[config.mk]
export PLATFORM = sky130hd
export DESIGN_NAME = keypad_lock_ctrl_flat
export DESIGN_NICKNAME = d
export VERILOG_FILES = /design/src/rtl/keypad_lock_ctrl_if.sv /design/src/rtl/keypad_lock_ctrl.sv /design/src/flat_wrapper.sv
export SDC_FILE = /design/constraint.sdc
export NUM_CORES = 1
export LEC_CHECK = 0
export BUFFER_PORTS_ARGS = -buffer_cell sky130_fd_sc_hd__buf_2
export CORE_AREA = 2 2 98 124
export CTS_CLUSTER_DIAMETER = 80
export DETAILED_ROUTE_END_ITERATION = 7
export DIE_AREA = 0 0 100 126
export GPL_TIMING_DRIVEN = 1
export MAX_ROUTING_LAYER = met4
export PLACE_DENSITY = 0.63
export REMOVE_ABC_BUFFERS = 1
export SLEW_MARGIN = 30
export SYNTH_ARGS = -nofsm -noshare
export SYNTH_HDL_FRONTEND = slang
export SYNTH_SLANG_ARGS = --single-unit
[constraint.sdc]
create_clock -name clk -period 9.43 [get_ports clk]
set_clock_uncertainty 0.15 [all_clocks]
set_input_delay 1.886 -clock clk [delete_from_list [all_inputs] [get_ports clk]]
set_output_delay 1.886 -clock clk [all_outputs]
set_load 0.02 [all_outputs]
[src/rtl/keypad_lock_ctrl_if.sv]
`default_nettype none
// ============================================================================
// Module   : keypad_lock_ctrl_if
// Brief    : Keypad input and lock status/display bundle for keypad_lock_ctrl.
// Revision : 1.0 - initial release
// ============================================================================
interface keypad_lock_ctrl_if #(
    parameter int DIGITS    = 3,
    parameter int MAX_TRIES = 6
);
    localparam int CW = $clog2(DIGITS + 1);
    localparam int TW = $clog2(MAX_TRIES + 1);

    logic [15:0]         onehot;
    logic [4*DIGITS-1:0] display;
    logic [CW-1:0]       count;
    logic [TW-1:0]       tries;
    logic                unlocked;
    logic                locked_out;
    logic                buzzer;

    modport master (
        output onehot,
        input  display, count, tries, unlocked, locked_out, buzzer
    );

    modport slave (
        input  onehot,
        output display, count, tries, unlocked, locked_out, buzzer
    );
endinterface
`default_nettype wire

[src/rtl/keypad_lock_ctrl.sv]
`default_nettype none
// ============================================================================
// Module   : keypad_lock_ctrl
// Brief    : Keypad password lock with retry counting, buzzer bursts, lockout.
// Revision : 1.0 - initial release
// ============================================================================
module keypad_lock_ctrl #(
    parameter int                    DIGITS      = 3,
    parameter logic [4*DIGITS-1:0]   PASSWORD    = 12'h246,
    parameter int                    MAX_TRIES   = 6,
    parameter int                    BEEP_HALF   = 50_000,
    parameter int                    BEEP_CYCLES = 150_000_000,
    parameter logic [3:0]            PASS_GLYPH  = 4'hA
) (
    input  logic                 clk,
    input  logic                 rst,
    keypad_lock_ctrl_if.slave    bus
);
    localparam int CW = $clog2(DIGITS + 1);
    localparam int TW = $clog2(MAX_TRIES + 1);
    localparam int BW = $clog2(BEEP_CYCLES + 1);
    localparam int HW = $clog2(BEEP_HALF + 1);

    localparam logic [4*DIGITS-1:0] c_BLANK    = {DIGITS{4'hF}};
    localparam logic [4*DIGITS-1:0] c_ZEROS    = '0;
    localparam logic [4*DIGITS-1:0] c_GLYPHS   = {DIGITS{PASS_GLYPH}};
    localparam logic [CW-1:0]       c_FULL     = CW'(DIGITS);
    localparam logic [TW-1:0]       c_MAX      = TW'(MAX_TRIES);
    localparam logic [BW-1:0]       c_BEEP_END = BW'(BEEP_CYCLES - 1);
    localparam logic [BW-1:0]       c_BEEP_SAT = BW'(BEEP_CYCLES);
    localparam logic [HW-1:0]       c_HALF_END = HW'(BEEP_HALF - 1);

    typedef enum logic [2:0] {
        S_ENTRY   = 3'd0,
        S_CHECK   = 3'd1,
        S_FAIL    = 3'd2,
        S_PASS    = 3'd3,
        S_LOCKOUT = 3'd4
    } state_t;

    state_t              state_q;
    logic [15:0]         onehot_q;
    logic [4*DIGITS-1:0] display_q;
    logic [CW-1:0]       count_q;
    logic [TW-1:0]       tries_q;
    logic                unlocked_q;
    logic                locked_out_q;
    logic                buzzer_q;
    logic [BW-1:0]       beep_cnt_q;
    logic [HW-1:0]       half_cnt_q;

    logic                w_key_evt;
    logic                w_is_digit;
    logic [3:0]          w_digit;
    logic                w_digit_evt;
    logic                w_enter_evt;
    logic                w_clear_evt;
    logic                w_admin_evt;
    logic [4*DIGITS+3:0] w_shift_cat;
    logic [TW-1:0]       w_tries_inc;

    // A press is a change to a new single-bit code; chords are never decoded.
    assign w_key_evt = (bus.onehot != onehot_q) && (bus.onehot != 16'd0) &&
                       ((bus.onehot & (bus.onehot - 16'd1)) == 16'd0);

    always_comb begin
        w_is_digit = 1'b1;
        w_digit    = 4'd0;
        case (bus.onehot)
            16'h0008: w_digit = 4'd0;
            16'h0080: w_digit = 4'd1;
            16'h0040: w_digit = 4'd2;
            16'h0020: w_digit = 4'd3;
            16'h0800: w_digit = 4'd4;
            16'h0400: w_digit = 4'd5;
            16'h0200: w_digit = 4'd6;
            16'h8000: w_digit = 4'd7;
            16'h4000: w_digit = 4'd8;
            16'h2000: w_digit = 4'd9;
            default:  w_is_digit = 1'b0;
        endcase
    end

    assign w_digit_evt = w_key_evt && w_is_digit;
    assign w_enter_evt = w_key_evt && (bus.onehot == 16'h0001);
    assign w_clear_evt = w_key_evt && (bus.onehot == 16'h1000);
    assign w_admin_evt = w_key_evt && (bus.onehot == 16'h0100);
    assign w_shift_cat = {display_q, w_digit};
    assign w_tries_inc = tries_q + TW'(1);

    always_ff @(posedge clk) begin
        if (rst) begin
            state_q      <= S_ENTRY;
            onehot_q     <= 16'd0;
            display_q    <= c_BLANK;
            count_q      <= '0;
            tries_q      <= '0;
            unlocked_q   <= 1'b0;
            locked_out_q <= 1'b0;
            buzzer_q     <= 1'b0;
            beep_cnt_q   <= '0;
            half_cnt_q   <= '0;
        end else begin
            onehot_q <= bus.onehot;
            if (w_admin_evt) begin
                state_q      <= S_ENTRY;
                display_q    <= c_BLANK;
                count_q      <= '0;
                tries_q      <= '0;
                unlocked_q   <= 1'b0;
                locked_out_q <= 1'b0;
                buzzer_q     <= 1'b0;
                beep_cnt_q   <= '0;
                half_cnt_q   <= '0;
            end else begin
                case (state_q)
                    S_ENTRY: begin
                        if (w_digit_evt && (count_q < c_FULL)) begin
                            display_q <= w_shift_cat[4*DIGITS-1:0];
                            count_q   <= count_q + CW'(1);
                        end else if (w_clear_evt) begin
                            display_q <= c_BLANK;
                            count_q   <= '0;
                        end else if (w_enter_evt && (count_q == c_FULL)) begin
                            state_q <= S_CHECK;
                        end
                    end

                    S_CHECK: begin
                        if (display_q == PASSWORD) begin
                            state_q    <= S_PASS;
                            tries_q    <= '0;
                            display_q  <= c_GLYPHS;
                            unlocked_q <= 1'b1;
                        end else begin
                            if (tries_q < c_MAX) begin
                                tries_q <= w_tries_inc;
                            end
                            count_q    <= '0;
                            buzzer_q   <= 1'b1;
                            beep_cnt_q <= '0;
                            half_cnt_q <= '0;
                            if (w_tries_inc >= c_MAX) begin
                                state_q      <= S_LOCKOUT;
                                locked_out_q <= 1'b1;
                                display_q    <= c_ZEROS;
                            end else begin
                                state_q   <= S_FAIL;
                                display_q <= c_BLANK;
                            end
                        end
                    end

                    S_FAIL: begin
                        if (beep_cnt_q == c_BEEP_END) begin
                            buzzer_q   <= 1'b0;
                            beep_cnt_q <= c_BEEP_SAT;
                            half_cnt_q <= '0;
                            state_q    <= S_ENTRY;
                        end else begin
                            beep_cnt_q <= beep_cnt_q + BW'(1);
                            if (half_cnt_q == c_HALF_END) begin
                                half_cnt_q <= '0;
                                buzzer_q   <= ~buzzer_q;
                            end else begin
                                half_cnt_q <= half_cnt_q + HW'(1);
                            end
                        end
                    end

                    S_PASS: begin
                        if (w_clear_evt || w_enter_evt) begin
                            state_q    <= S_ENTRY;
                            display_q  <= c_BLANK;
                            count_q    <= '0;
                            unlocked_q <= 1'b0;
                        end
                    end

                    S_LOCKOUT: begin
                        // One burst only; the counter parks at saturation afterwards.
                        if (beep_cnt_q == c_BEEP_END) begin
                            buzzer_q   <= 1'b0;
                            beep_cnt_q <= c_BEEP_SAT;
                            half_cnt_q <= '0;
                        end else if (beep_cnt_q != c_BEEP_SAT) begin
                            beep_cnt_q <= beep_cnt_q + BW'(1);
                            if (half_cnt_q == c_HALF_END) begin
                                half_cnt_q <= '0;
                                buzzer_q   <= ~buzzer_q;
                            end else begin
                                half_cnt_q <= half_cnt_q + HW'(1);
                            end
                        end
                    end

                    default: begin
                        state_q <= S_ENTRY;
                    end
                endcase
            end
        end
    end

    assign bus.display    = display_q;
    assign bus.count      = count_q;
    assign bus.tries      = tries_q;
    assign bus.unlocked   = unlocked_q;
    assign bus.locked_out = locked_out_q;
    assign bus.buzzer     = buzzer_q;

endmodule
`default_nettype wire

[src/flat_wrapper.sv]
// flat-port wrapper written by rule: the top's interface ports become plain ports
module keypad_lock_ctrl_flat 
#(
    parameter int                    DIGITS      = 3,
    parameter logic [4*DIGITS-1:0]   PASSWORD    = 12'h246,
    parameter int                    MAX_TRIES   = 6,
    parameter int                    BEEP_HALF   = 50_000,
    parameter int                    BEEP_CYCLES = 150_000_000,
    parameter logic [3:0]            PASS_GLYPH  = 4'hA
)
  (clk, rst, bus_onehot, bus_display, bus_count, bus_tries, bus_unlocked, bus_locked_out, bus_buzzer);
  keypad_lock_ctrl_if #(.DIGITS(DIGITS), .MAX_TRIES(MAX_TRIES)) bus_i ();
  input  logic clk;
  input  logic rst;
  input wire logic [$bits(bus_i.onehot)-1:0] bus_onehot;
  output wire logic [$bits(bus_i.display)-1:0] bus_display;
  output wire logic [$bits(bus_i.count)-1:0] bus_count;
  output wire logic [$bits(bus_i.tries)-1:0] bus_tries;
  output wire logic [$bits(bus_i.unlocked)-1:0] bus_unlocked;
  output wire logic [$bits(bus_i.locked_out)-1:0] bus_locked_out;
  output wire logic [$bits(bus_i.buzzer)-1:0] bus_buzzer;
  assign bus_i.onehot = bus_onehot;
  assign bus_display = bus_i.display;
  assign bus_count = bus_i.count;
  assign bus_tries = bus_i.tries;
  assign bus_unlocked = bus_i.unlocked;
  assign bus_locked_out = bus_i.locked_out;
  assign bus_buzzer = bus_i.buzzer;
  keypad_lock_ctrl #(.DIGITS(DIGITS), .PASSWORD(PASSWORD), .MAX_TRIES(MAX_TRIES), .BEEP_HALF(BEEP_HALF), .BEEP_CYCLES(BEEP_CYCLES), .PASS_GLYPH(PASS_GLYPH)) u_core (.clk(clk), .rst(rst), .bus(bus_i));
endmodule
# After elaboration in Yosys (flattened, before gate mapping)
# Index checks and enable logic that the tools add are counted.
dict set report totals {
  regBits 83
  latch_bits 0
  mem_bits_rw 0
  romBits 0
  input_bits 18
  output_inout_bits 20
  word_cells 122
  n_memories 0
}
dict set report classes {
  add_sub_neg 5
  n_mul 0
  n_div 0
  order_cmp 3
  eq_ne 32
  n_shift 0
  muxes 43
  bitwise 4
  reduce_logical 25
}
# operator n
set op_table {}
lappend op_table {{2-to-1 mux 28 bit} 4}
lappend op_table {{case mux 28 bit (3 select lines)} 1}
lappend op_table {{2-to-1 mux 16 bit} 5}
lappend op_table {{2-to-1 mux 12 bit} 5}
lappend op_table {{case mux 16 bit (3 select lines)} 1}
lappend op_table {{case mux 12 bit (3 select lines)} 1}
lappend op_table {{case mux 4 bit (9 select lines)} 1}
lappend op_table {{equality test 16 bit, second input constant} 2}
lappend op_table {{adder 28 x 1 -> 28 bit, second input constant} 1}
lappend op_table {{equality test 28 bit, second input constant} 1}
lappend op_table {{inequality test 28 bit, second input constant} 1}
lappend op_table {{2-to-1 mux 3 bit} 9}
lappend op_table {{adder 16 x 1 -> 16 bit, second input constant} 1}
lappend op_table {{AND 16 bit} 1}
lappend op_table {{equality test 16 x 1 -> 1 bit, second input constant} 1}
lappend op_table {{equality test 16 x 10 -> 1 bit, second input constant} 1}
lappend op_table {{equality test 16 x 11 -> 1 bit, second input constant} 1}
lappend op_table {{equality test 16 x 12 -> 1 bit, second input constant} 1}
lappend op_table {{equality test 16 x 13 -> 1 bit, second input constant} 1}
lappend op_table {{equality test 16 x 14 -> 1 bit, second input constant} 1}
lappend op_table {{equality test 16 x 15 -> 1 bit, second input constant} 1}
lappend op_table {{equality test 16 x 4 -> 1 bit, second input constant} 1}
lappend op_table {{equality test 16 x 6 -> 1 bit, second input constant} 1}
lappend op_table {{equality test 16 x 7 -> 1 bit, second input constant} 1}
lappend op_table {{37 further kinds} 68}

# Depth between registers and ports, before layout
# Gate-level depths: netlist (run 1).
dict set report logic_depth {
  word_depth 10
  depth_mapped 10
}

# Least setup slack after synthesis (run 1)
# OpenSTA, ideal clock, no wires.
dict set report synth_path {
  kind {input port to flip-flop}
  from {in bus_onehot[1]}
  to {reg u_core.display_q[0] (netlist: u_core.bus.display[0])}
  setup_time_ns 0.122
  arrival_time_ns 4.451
  required_time_ns 9.158
  slack_ns 4.707
  path_stages 10
  path_cell_list {buf_4 or4_4 buf_6 nor4_4 o2111ai_2 nor4_4 a21oi_2 or4_1 buf_2 o32a_1}
}
dict set report synth_via {
  elab_chain_len 8
  elab_cells_between_ends 35
  classes_between {1 x add/sub; 16 x eq/ne; 4 x mux; 1 x bitwise; 13 x reduce/logical}
}
# element line_no
set synth_lines {}
lappend synth_lines {{start: declaration} flat_wrapper.sv:15} ;# input wire logic [$bits(bus_i.onehot)-1:0] bus_onehot;
lappend synth_lines {{subtractor 16 x 1 -> 16 bit} keypad_lock_ctrl.sv:64} ;# ((bus.onehot & (bus.onehot - 16'd1)) == 16'd0);
lappend synth_lines {{AND 16 bit} keypad_lock_ctrl.sv:64}
lappend synth_lines {{logical NOT 16 bit} keypad_lock_ctrl.sv:64}
lappend synth_lines {{logical AND 1 bit} keypad_lock_ctrl.sv:63} ;# assign w_key_evt = (bus.onehot != onehot_q) && (bus.onehot != 16'd0) &&
lappend synth_lines {{logical AND 1 bit, on equally long branches} {keypad_lock_ctrl.sv:84, keypad_lock_ctrl.sv:85, keypad_lock_ctrl.sv:86}}
lappend synth_lines {{logical AND 1 bit or logical OR 1 bit (tied branches)} {keypad_lock_ctrl.sv:118, keypad_lock_ctrl.sv:172}}
lappend synth_lines {{inequality test 3 x 1 -> 1 bit (no line) (tied with other cells)} n/a}
lappend synth_lines {{AND reduction 3 bit (no line) or case mux 12 bit (3 select lines) (tied branches)} n/a}
lappend synth_lines {{end signal: assignment} keypad_lock_ctrl.sv:95} ;# display_q <= c_BLANK;
lappend synth_lines {{end signal: assignment} keypad_lock_ctrl.sv:119} ;# display_q <= w_shift_cat[4*DIGITS-1:0];
lappend synth_lines {{end signal: assignment} keypad_lock_ctrl.sv:122} ;# display_q <= c_BLANK;
lappend synth_lines {{end: declaration} keypad_lock_ctrl.sv:43} ;# logic [4*DIGITS-1:0] display_q;
# Parallel ways exist; a longest one is shown, timed or not.
# A chain may end at the register's enable or synchronous reset.

# Final worst setup path (run 1)
dict set report layout_path {
  from {in bus_onehot[0]}
  to {reg u_core.display_q[8] (netlist: u_core.bus.display[8])}
}
# Same word-level chain as after synthesis.

==> impl_metrics.ini, run 1 <==
[status]
outcome = finished clean

[final_layout]
drive_above_1_share = 0.1162
fin_nets = 604
fin_util = 0.4438
stdcell_area_um2 = 5082
antenna_cells = 0
area_growth_pct = 11.20
instances_no_fill = 723

[worst_setup_path]
end_kind = flop
critical-path-top-delay-family = simple AND/OR/NAND/NOR gates
critical_path_class = primary input to flop
cpPeakStageDelay_ns = 0.66
path_max_fanout = 9
required_ns = 9.51
timing.rr.start = u_core.state_q[1]
cpMaxStageDelayCell = or4_1
worst-path-buf-inv = 1
crit_start = bus_onehot[0]
cp.arrival_ns = 4.71
critPathLaunchType = primary input
cp_cell_sequence = buf_2, or4_4, nor2_1, a31oi_1, nor4_4, a21oi_2, or4_1, o32a_1

[route]
drc = 0
via_count = 4151
top_layer = met4
viasPerCell = 5.741
dr.pass1.iters = 4
dr_wl_met2_mm = 5.261
wirelength_met1_mm = 5.142
drt_iter0_drc = 203
ant_nets = 0
wl_met3_um = 530
routed_wl_mm = 11.11
routedWlPerCell_um = 15.37

[timing]
fmax_mhz = 215.8
tightest_slew_ns = 0.8818
final-hold-violation-count = 0
period_needed_ns = 4.634
period_share = 0.4914
slew_violations = 0
finalSetupTns_ns = 0
whs_ns = 0.3311
setup_ws_ns = 4.796
rsz0062_at_grt = no
setup_violations = 0
slew_headroom = 0.4109

[clock_tree]
cts.root.buffer_cell = clkbuf_16
cts.htree.levels = 3
cts_resized = 0
cts_made_buffers = 9
clock_path_buffers = 2
postCtsSetupBuffers = 0
clkTransAtPathRegs_ns = 0.06
clock_sinks = 83
cts_tree = done
hold_buffers = 0
clk_latency_ns = 0.34

[grt]
grt_pass1_vias = 3912
antenna_found_initial = 0
grt_usage = 0.1861
grt_pass1_wl_mm = 18.85
grt_overflow = 0
grt_max_degree = 42

[logic_synthesis]
syn_area_per_cell_um2 = 8.005
synth_edf_count = 0
yosys_most_used_dff = dfxtp_1
yosysSeqAreaShare = 0.3635
syn_inst = 571
syn-cell-area_um2 = 4571
synth-warning-count = 0
ys_types = 62
synth-seq-cells = 83
async_reset_ff_frac = 0

[placed_design]
dp.cells = 707
gp_congestion = 0.9057
placed_cell_area_um2 = 4776
post-place-ws_ns = 4.415
dp.final_hpwl_mm = 7.762
numPortBuffers = 37

[die]
rows = 44
die_w_um = 100
io_pins = 38
dieArea_um2 = 12600
start_util = 0.3991
die_h_um = 126
coreArea_um2 = 11450

[min_path]
worstHoldStart = u_core.bus.locked_out
hold_path.class = flop to flop

[pwr]
leakagePower_nw = 1.710
power_uw = 753.9
ir_drop_mv = 0.09078
power_density_nw_per_um2 = 148.3

[flow_run]
drv_cap = 0
final cells by class:
type                    instances  area, µm²
clock buffers                  10      239.0
flip-flops and latches         83       1662
inverters                      10      37.54
clock inverters                 6      63.81
repair buffers                 39      200.2
multi-input cells             437       2708
fillers                      1149       6369
well taps                     138      172.7
per-layer routing:
layer  up-vias  global-route usage
met2       103              0.2905
met5         -                   -
met4         0             0.06688
met1      1956              0.2405
met3        16             0.03496
li1       2076                   -
synthesized netlist by cell type, types with 5 or more instances:
cell / count / area [µm²]
a21oi_1: 36 / 180.2
a221o_1: 6 / 60.06
a31oi_1: 5 / 31.28
and3_1: 13 / 81.33
clkbuf_1: 33 / 123.9
dfxtp_1: 83 / 1662
ha_1: 6 / 75.07
inv_1: 10 / 37.54
nand2_1: 43 / 161.4
nand3_1: 30 / 150.1
nand4_1: 15 / 93.84
nor2_1: 74 / 277.8
nor2b_1: 17 / 106.4
nor3_1: 25 / 125.1
nor4_1: 15 / 93.84
nor4b_1: 9 / 78.83
o21ai_0: 16 / 80.08
o32a_1: 7 / 70.07
or4_1: 5 / 37.54
xnor2_1: 30 / 262.8
xor2_1: 20 / 175.2
cells by family (layout without fill, tap and decap cells):
group / Yosys count / count (layout) / share of synthesized area
AO/OA/AOI/OAI: 105 / 105 / 0.1538
XOR/XNOR: 50 / 50 / 0.09581
adder cells (fa/ha/maj): 7 / 7 / 0.01861
buffers and inverters: 51 / 65 / 0.04654
flip-flops: 83 / 83 / 0.3635
multiplexers: 1 / 1 / 0.002190
AND/OR/NAND/NOR: 274 / 274 / 0.3195
power breakdown:
part / leakage, nW / internal [mW] / switching [mW] / total [mW]
sequential: 0.673 / 0.354 / 0.00155 / 0.356
combinational: 0.892 / 0.0144 / 0.0248 / 0.0393
clock: 0.145 / 0.212 / 0.147 / 0.359
total: 1.71 / 0.581 / 0.173 / 0.754
sequential cells by signal, indices dropped and copies added (netlist names):
register and count:
u_core.onehot_q 16, u_core.bus.buzzer 1, u_core.half_cnt_q 16, u_core.bus.unlocked 1, u_core.state_q 3, u_core.bus.display 12
u_core.beep_cnt_q 28, u_core.bus.tries 3, u_core.bus.count 2, u_core.bus.locked_out 1
path summary, 6_finish.rpt:
path                            to  slack, ns  depth (start not counted)
max          u_core.bus.display[8]       4.80                          8
max reg2reg  u_core.beep_cnt_q[19]       6.26                          7
min reg2reg  u_core.bus.locked_out       0.33                          2
min          u_core.bus.locked_out       0.33                          2
placed cells by master (no fill, tap or decap), drive strengths merged, types with 7 or more instances in the layout:
master	count
inv	11
buf	39
nor4b	9
and3	13
o32a	7
or4	7
nor2	74
xor2	20
o21ai	17
nand2	43
dfxtp	83
nor4	17
nand3	30
nor2b	17
a21oi	38
nand4	15
xnor2	30
clkbuf	10
nor3	25
worst min-delay path: cells and delay by family, from the launching register on:
kind,cells,cell delay (ns)
flops,1,0.33
simple gates,2,0.12
Power figures use the tool's default switching activity.
==> run 2: changes to the inputs <==
ABC_AREA = 1   (was not set)
CORE_AREA = 2 2 104 131   (was 2 2 98 124)
DIE_AREA = 0 0 106 133   (was 0 0 100 126)
PLACE_DENSITY = 0.65   (was 0.63)
clock period = 4.23 ns   (was 9.43 ns; I/O delays follow)
==> run 2 against run 1 <==
Clock-buffer cell count down 1. Sequential share of layout area shrank 4.2 points. Power rose to 2.9 times the previous value. Clock power increased to 2.6 times the previous value. Die area rose by 12%. Core utilization rose by 0.53 points. Routed wire length increased by 19%. Synthesized area is 13% higher. First-iteration DRC count rose by 40%. Highest routed layer unchanged.
==> impl_metrics.ini, run 2 <==
[final_layout]
antenna_cells = 0
regMostFlops = u_core.beep_cnt_q
drive_above_1_share = 0.1209
top_regs = u_core.beep_cnt_q (28), u_core.half_cnt_q (16), u_core.onehot_q (16)
fin_nets = 846
layout_commonest_cell = nand2_1
layout_common_cells = 168 x nand2_1, 133 x nor2_1, 102 x inv_1
fin_util = 0.4491
area_growth_pct = 12.76
largest_reg_flops = 28
stdcell_area_um2 = 5837

[timing]
period_share = 0.6597
final-hold-violation-count = 0
slew_violations = 0
finalSetupTns_ns = 0
rsz0062_at_grt = no
setup_violations = 0
tightest_slew_ns = 0.7942
fmax_mhz = 358.3
period_needed_ns = 2.791
whs_ns = 0.2991
slew_headroom = 0.4622

[route]
drc = 0
routedWlPerCell_um = 13.26
dr.pass1.iters = 5
routed_wl_mm = 13.23
ant_nets = 0
viasPerCell = 5.131
via_count = 5121
drt_iter0_drc = 285

[logic_synthesis]
ys_top_cells_by_area = dfxtp_1 32%, nand2_1 12%, nor2_1 9.6%
ys_types = 48
async_reset_ff_frac = 0
syn_area_per_cell_um2 = 6.560
yosys_most_used_dff = dfxtp_1
yosysMostFrequentCell = nand2_1
yosysSeqAreaShare = 0.3210
syn_inst = 789
synth_top_area_frac = 0.3210
yosysTopAreaCell = dfxtp_1
synth-warning-count = 0
synth_edf_count = 0
syn-cell-area_um2 = 5176
synth_common_cells = 168 x nand2_1, 133 x nor2_1, 102 x inv_1
synth-seq-cells = 83

[clock_tree]
cts_tree = done
cts.htree.levels = 3
clk_latency_ns = 0.35
cts_made_buffers = 9
clkTransAtPathRegs_ns = 0.07
hold_buffers = 0
postCtsSetupBuffers = 0
clock_path_buffers = 2
cts_resized = 0
cts.root.buffer_cell = clkbuf_16
clock_sinks = 83

[worst_setup_path]
cpMaxStageDelayCell = inv_1
critPathLaunchType = flop
end_kind = flop
reg2reg_depth = 10
cp_cell_sequence = nor2_1, inv_1, nor2_1, inv_1, nand2_1, nand3_1, inv_1, o21ai_0, nand2_2, nor3b_1
critical_path_class = flop to flop
path_max_fanout = 22
cpPeakStageDelay_ns = 0.55
cp.arrival_ns = 2.87
worst_path_most_repeated_cell = inv_1
required_ns = 4.30

[placed_design]
gp_congestion = 0.9445
placed_cell_area_um2 = 5489
numPortBuffers = 37
dp.final_hpwl_mm = 9.828

[grt]
grt_use_met1 = 0.2229
grt_usage = 0.1987
grt_pass1_wl_mm = 21.99
grtUsageMet2 = 0.3455
grt_busiest_layer = met2
met3_usage = 0.03498
grt_overflow = 0
grt_pass1_vias = 4716
grt_max_degree = 33
antenna_found_initial = 0

[die]
io_pins = 38
die_w_um = 106
coreArea_um2 = 13000
start_util = 0.3983
die_h_um = 133
rows = 47
dieArea_um2 = 14100

[pwr]
ir_drop_mv = 0.1880
power_density_nw_per_um2 = 370.8
leakagePower_nw = 2.431

[min_path]
hold_path.class = flop to flop
min_path_cells = 2

[flow_run]
drv_cap = 0

[status]
outcome = finished clean
-- run 2: cell types whose count changed in the layout (fill, tap and decap cells not counted), moves of 11 or more --
cell,change
and3_1,-11
inv_1,+92
nand2_1,+125
nand3_1,+27
nor2_1,+59
nor2b_1,-17
o21ai_0,+12
xnor2_1,-15
-- run 2: path summary, 6_finish.rpt --
| kind | from | endpoint | slack (ns) |
|---|---|---|---|
| hold / removal | u_core.bus.locked_out | u_core.bus.locked_out | 0.30 |
| setup / recovery | u_core.state_q[2] | u_core.beep_cnt_q[26] | 1.44 |
| setup reg to reg | u_core.state_q[2] | u_core.beep_cnt_q[26] | 1.44 |
| hold reg to reg | u_core.bus.locked_out | u_core.bus.locked_out | 0.30 |
-- run 2: through the flow --
stage          power [mW]  setup WS (ns)  std cells
2_1_floorplan       1.116          1.357        772
3_3_place_gp        1.248          1.169        982
3_5_place_dp        1.250          1.132        982
4_1_cts             2.181          1.410        998
5_1_grt             2.259          1.114        998
6_report            2.164          1.439        998
-- run 2: kinds of logic (layout without fill, tap and decap cells) --
group / after synthesis / after routing / share of synthesized area
AND/OR/NAND/NOR: 461 / 461 / 0.4179
buffers and inverters: 123 / 161 / 0.09645
flip-flops: 83 / 83 / 0.3210
AO/OA/AOI/OAI: 80 / 80 / 0.08919
XOR/XNOR: 36 / 36 / 0.06092
adder cells (fa/ha/maj): 6 / 6 / 0.01450
-- run 2: area by class of cell --
class | instances | area, µm²
Timing Repair Buffer | 39 | 200.2
Clock inverter | 7 | 122.6
Sequential cell | 83 | 1662
Tap cell | 171 | 214.0
Clock buffer | 9 | 225.2
Multi-Input combinational cell | 583 | 3015
Fill cell | 1380 | 7159
Inverter | 106 | 397.9
-- run 2: report_power, final --
part | internal, mW | total (mW) | switching, mW
Sequential | 0.822 | 0.865 | 0.0428
Clock | 0.582 | 0.933 | 0.351
Combinational | 0.110 | 0.366 | 0.256
Total | 1.51 | 2.16 | 0.650
-- run 2: critical path: cells and delay by family, from the launching register on --
family	cells	cell delay (ns)
buffers and inverters	3	0.74
AND/OR/NAND/NOR	6	1.11
AO/OA/AOI/OAI	1	0.32
flip-flops	1	0.34
-- run 2: routing by layer --
layer,routed length (µm),vias up
li1,-,2593
met2,6725,130
met5,0,-
met3,486,33
met1,5636,2365
met4,382,0
==> run 3: changes to the inputs <==
clock period = 2.2 ns   (was 4.23 ns; I/O delays follow)
==> run 3 against run 2 <==
Combinational power grew to 3.0 times the previous value. Hold slack lost 0.044 ns. Sequential power grew 90%. Final cell count grew 14%. Sequential share of layout area shrank 5.8 points. Global-route usage grew 1.0 points. Critical path depth grew 2. Fmax grew 30%.
==> impl_metrics.ini, run 3 (same netlist as run 2, synthesis figures left out) <==
[die]
dieArea_um2 = 14100
rows = 47
die_h_um = 133
io_pins = 38
die_w_um = 106
coreArea_um2 = 13000
start_util = 0.3983

[route]
routedWlPerCell_um = 13.21
via_count = 5612
viasPerCell = 4.949
dr.pass1.iters = 5
routed_wl_mm = 14.98
drt_iter0_drc = 202
wl_met3_um = 531
wirelength_met1_mm = 6.353
dr_wl_met2_mm = 7.759
top_layer = met4
drc = 0
ant_nets = 0

[final_layout]
layout_common_cells = 149 x nand2_1, 122 x buf_4, 110 x nor2_1
instances_no_fill = 1134
fillers = 1219
largest_reg_flops = 28
antenna_cells = 0
regMostFlops = u_core.beep_cnt_q
area_growth_pct = 42.42
drive_above_1_share = 0.3364
fin_nets = 985
layout_commonest_cell = nand2_1
top_regs = u_core.beep_cnt_q (28), u_core.half_cnt_q (16), u_core.onehot_q (16)

[grt]
grt_pass1_wl_mm = 23.23
grt_max_degree = 20
antenna_found_initial = 0
grt_overflow = 0
grt_pass1_vias = 5200
grt_usage = 0.2091

[status]
outcome = finished clean

[worst_setup_path]
cpMaxStageDelayCell = dfxtp_2
cp_cell_sequence = ha_2, nand2_1, nor2_2, nand3_2, buf_4, nor3_2, nand2_1, o311ai_4, buf_6, a21oi_1, o21ai_0, a21oi_1
end_kind = flop
cp.arrival_ns = 2.22
crit_start = u_core.beep_cnt_q[0]
rr_endpoint = u_core.half_cnt_q[11]
required_ns = 2.27
critical_path_class = flop to flop
reg2reg_depth = 12
critPathLaunchType = flop
cpPeakStageDelay_ns = 0.33
path_max_fanout = 6
timing.rr.start = u_core.beep_cnt_q[0]
crit_path_end = u_core.half_cnt_q[11]
r2r_setup_slack_ns = 0.05

[pwr]
leakagePower_nw = 3.195
ir_drop_mv = 0.3387
power_density_nw_per_um2 = 571.2
power_mw = 4.211

[timing]
setup_violations = 0
fmax_mhz = 464.9
period_share = 0.9777
period_needed_ns = 2.151
final-hold-violation-count = 0
rsz0062_at_grt = yes
finalSetupTns_ns = 0
slew_headroom = 0.5797
tightest_slew_ns = 0.6282
slew_violations = 0

[clock_tree]
clock_sinks = 83
clk_latency_ns = 0.34
clkTransAtPathRegs_ns = 0.06
cts.root.buffer_cell = clkbuf_16
hold_buffers = 0
cts.htree.levels = 3
cts_made_buffers = 9
cts_tree = done
clock_path_buffers = 2

[placed_design]
numPortBuffers = 37
gp_congestion = 0.9020
dp.cells = 1100
dp.final_hpwl_mm = 10.88

[min_path]
min_path_cells = 3
hold_path.class = primary input to flop

[flow_run]
drv_cap = 0
==> run 3: cell types whose count changed in the layout (fill, tap and decap cells not counted), moves of 7 or more <==
cell and delta:
nand2_2 +13, nor2_2 +15, inv_1 -10, nand2_1 -19, nor3_2 +9, nor3_1 -10, buf_6 +11, nor2_4 +9
nor2_1 -23, buf_4 +120, inv_2 +11, o21ai_0 -7
==> run 3: worst min-delay path by stage <==
| stage | slack, ns | end | from |
|---|---|---|---|
| after floorplan | 0.29 | u_core.half_cnt_q[11] | u_core.half_cnt_q[11] |
| after global routing | 0.26 | u_core.onehot_q[2] | bus_onehot[2] |
| after global placement | 0.29 | u_core.bus.locked_out | u_core.bus.locked_out |
| final | 0.25 | u_core.onehot_q[2] | bus_onehot[2] |
| after detailed placement | 0.29 | u_core.bus.locked_out | u_core.bus.locked_out |
| after CTS | 0.27 | u_core.onehot_q[2] | bus_onehot[2] |
==> run 3: area by class of cell <==
class                           count  area, µm²  share of cell area
Multi-Input combinational cell    585       3412              0.4628
Tap cell                          171      214.0             0.02902
Clock buffer                       11      242.7             0.03293
Timing Repair Buffer              176       1398              0.1896
Inverter                          106      397.9             0.05397
Sequential cell                    83       1669              0.2264
Clock inverter                      2      38.79            0.005261
==> run 3: layer usage <==
metal,global-route usage,vias to the layer above
li1,-,2882
met1,0.2323,2592
met2,0.3760,111
met3,0.03300,27
met4,0.07456,0
met5,-,-
==> run 3: where the power goes <==
group | switching (mW) | total, mW | internal (mW)
combinational | 0.625 | 1.09 | 0.465
clock | 0.588 | 1.48 | 0.894
sequential | 0.0566 | 1.64 | 1.58
total | 1.27 | 4.21 | 2.94
==> run 3: stage by stage <==
step	hold WS, ns	util	cell area, µm²	setup WS [ns]
floorplan	0.2947	-	5075	-0.6734
global placement	0.2897	0.4944	6425	-0.3264
detailed placement	0.2927	0.4944	6425	-0.3714
CTS	0.2742	0.5202	6760	-0.001522
global route	0.2642	0.5672	7372	-0.09587
finish	0.2549	0.5672	7372	0.04909
==> run 3: worst max-delay path: cells and delay by family (launching register included) <==
kind	cells	cell delay, ns
AOI/OAI and AO/OA	4	0.35
and+or+nand+nor	5	0.69
buffers and inverters	2	0.34
adders and majority gates	1	0.18
DFF	1	0.33
==> run 3: repair_timing <==
item / in CTS / in global routing
pin swaps: 1 / 47
endpoints found under the hold margin: 0 / 0
buffers inserted: 3 / 15
gates resized for setup: 9 / 126
gates cloned: 0 / 4
setup endpoints to repair: 31 / 67
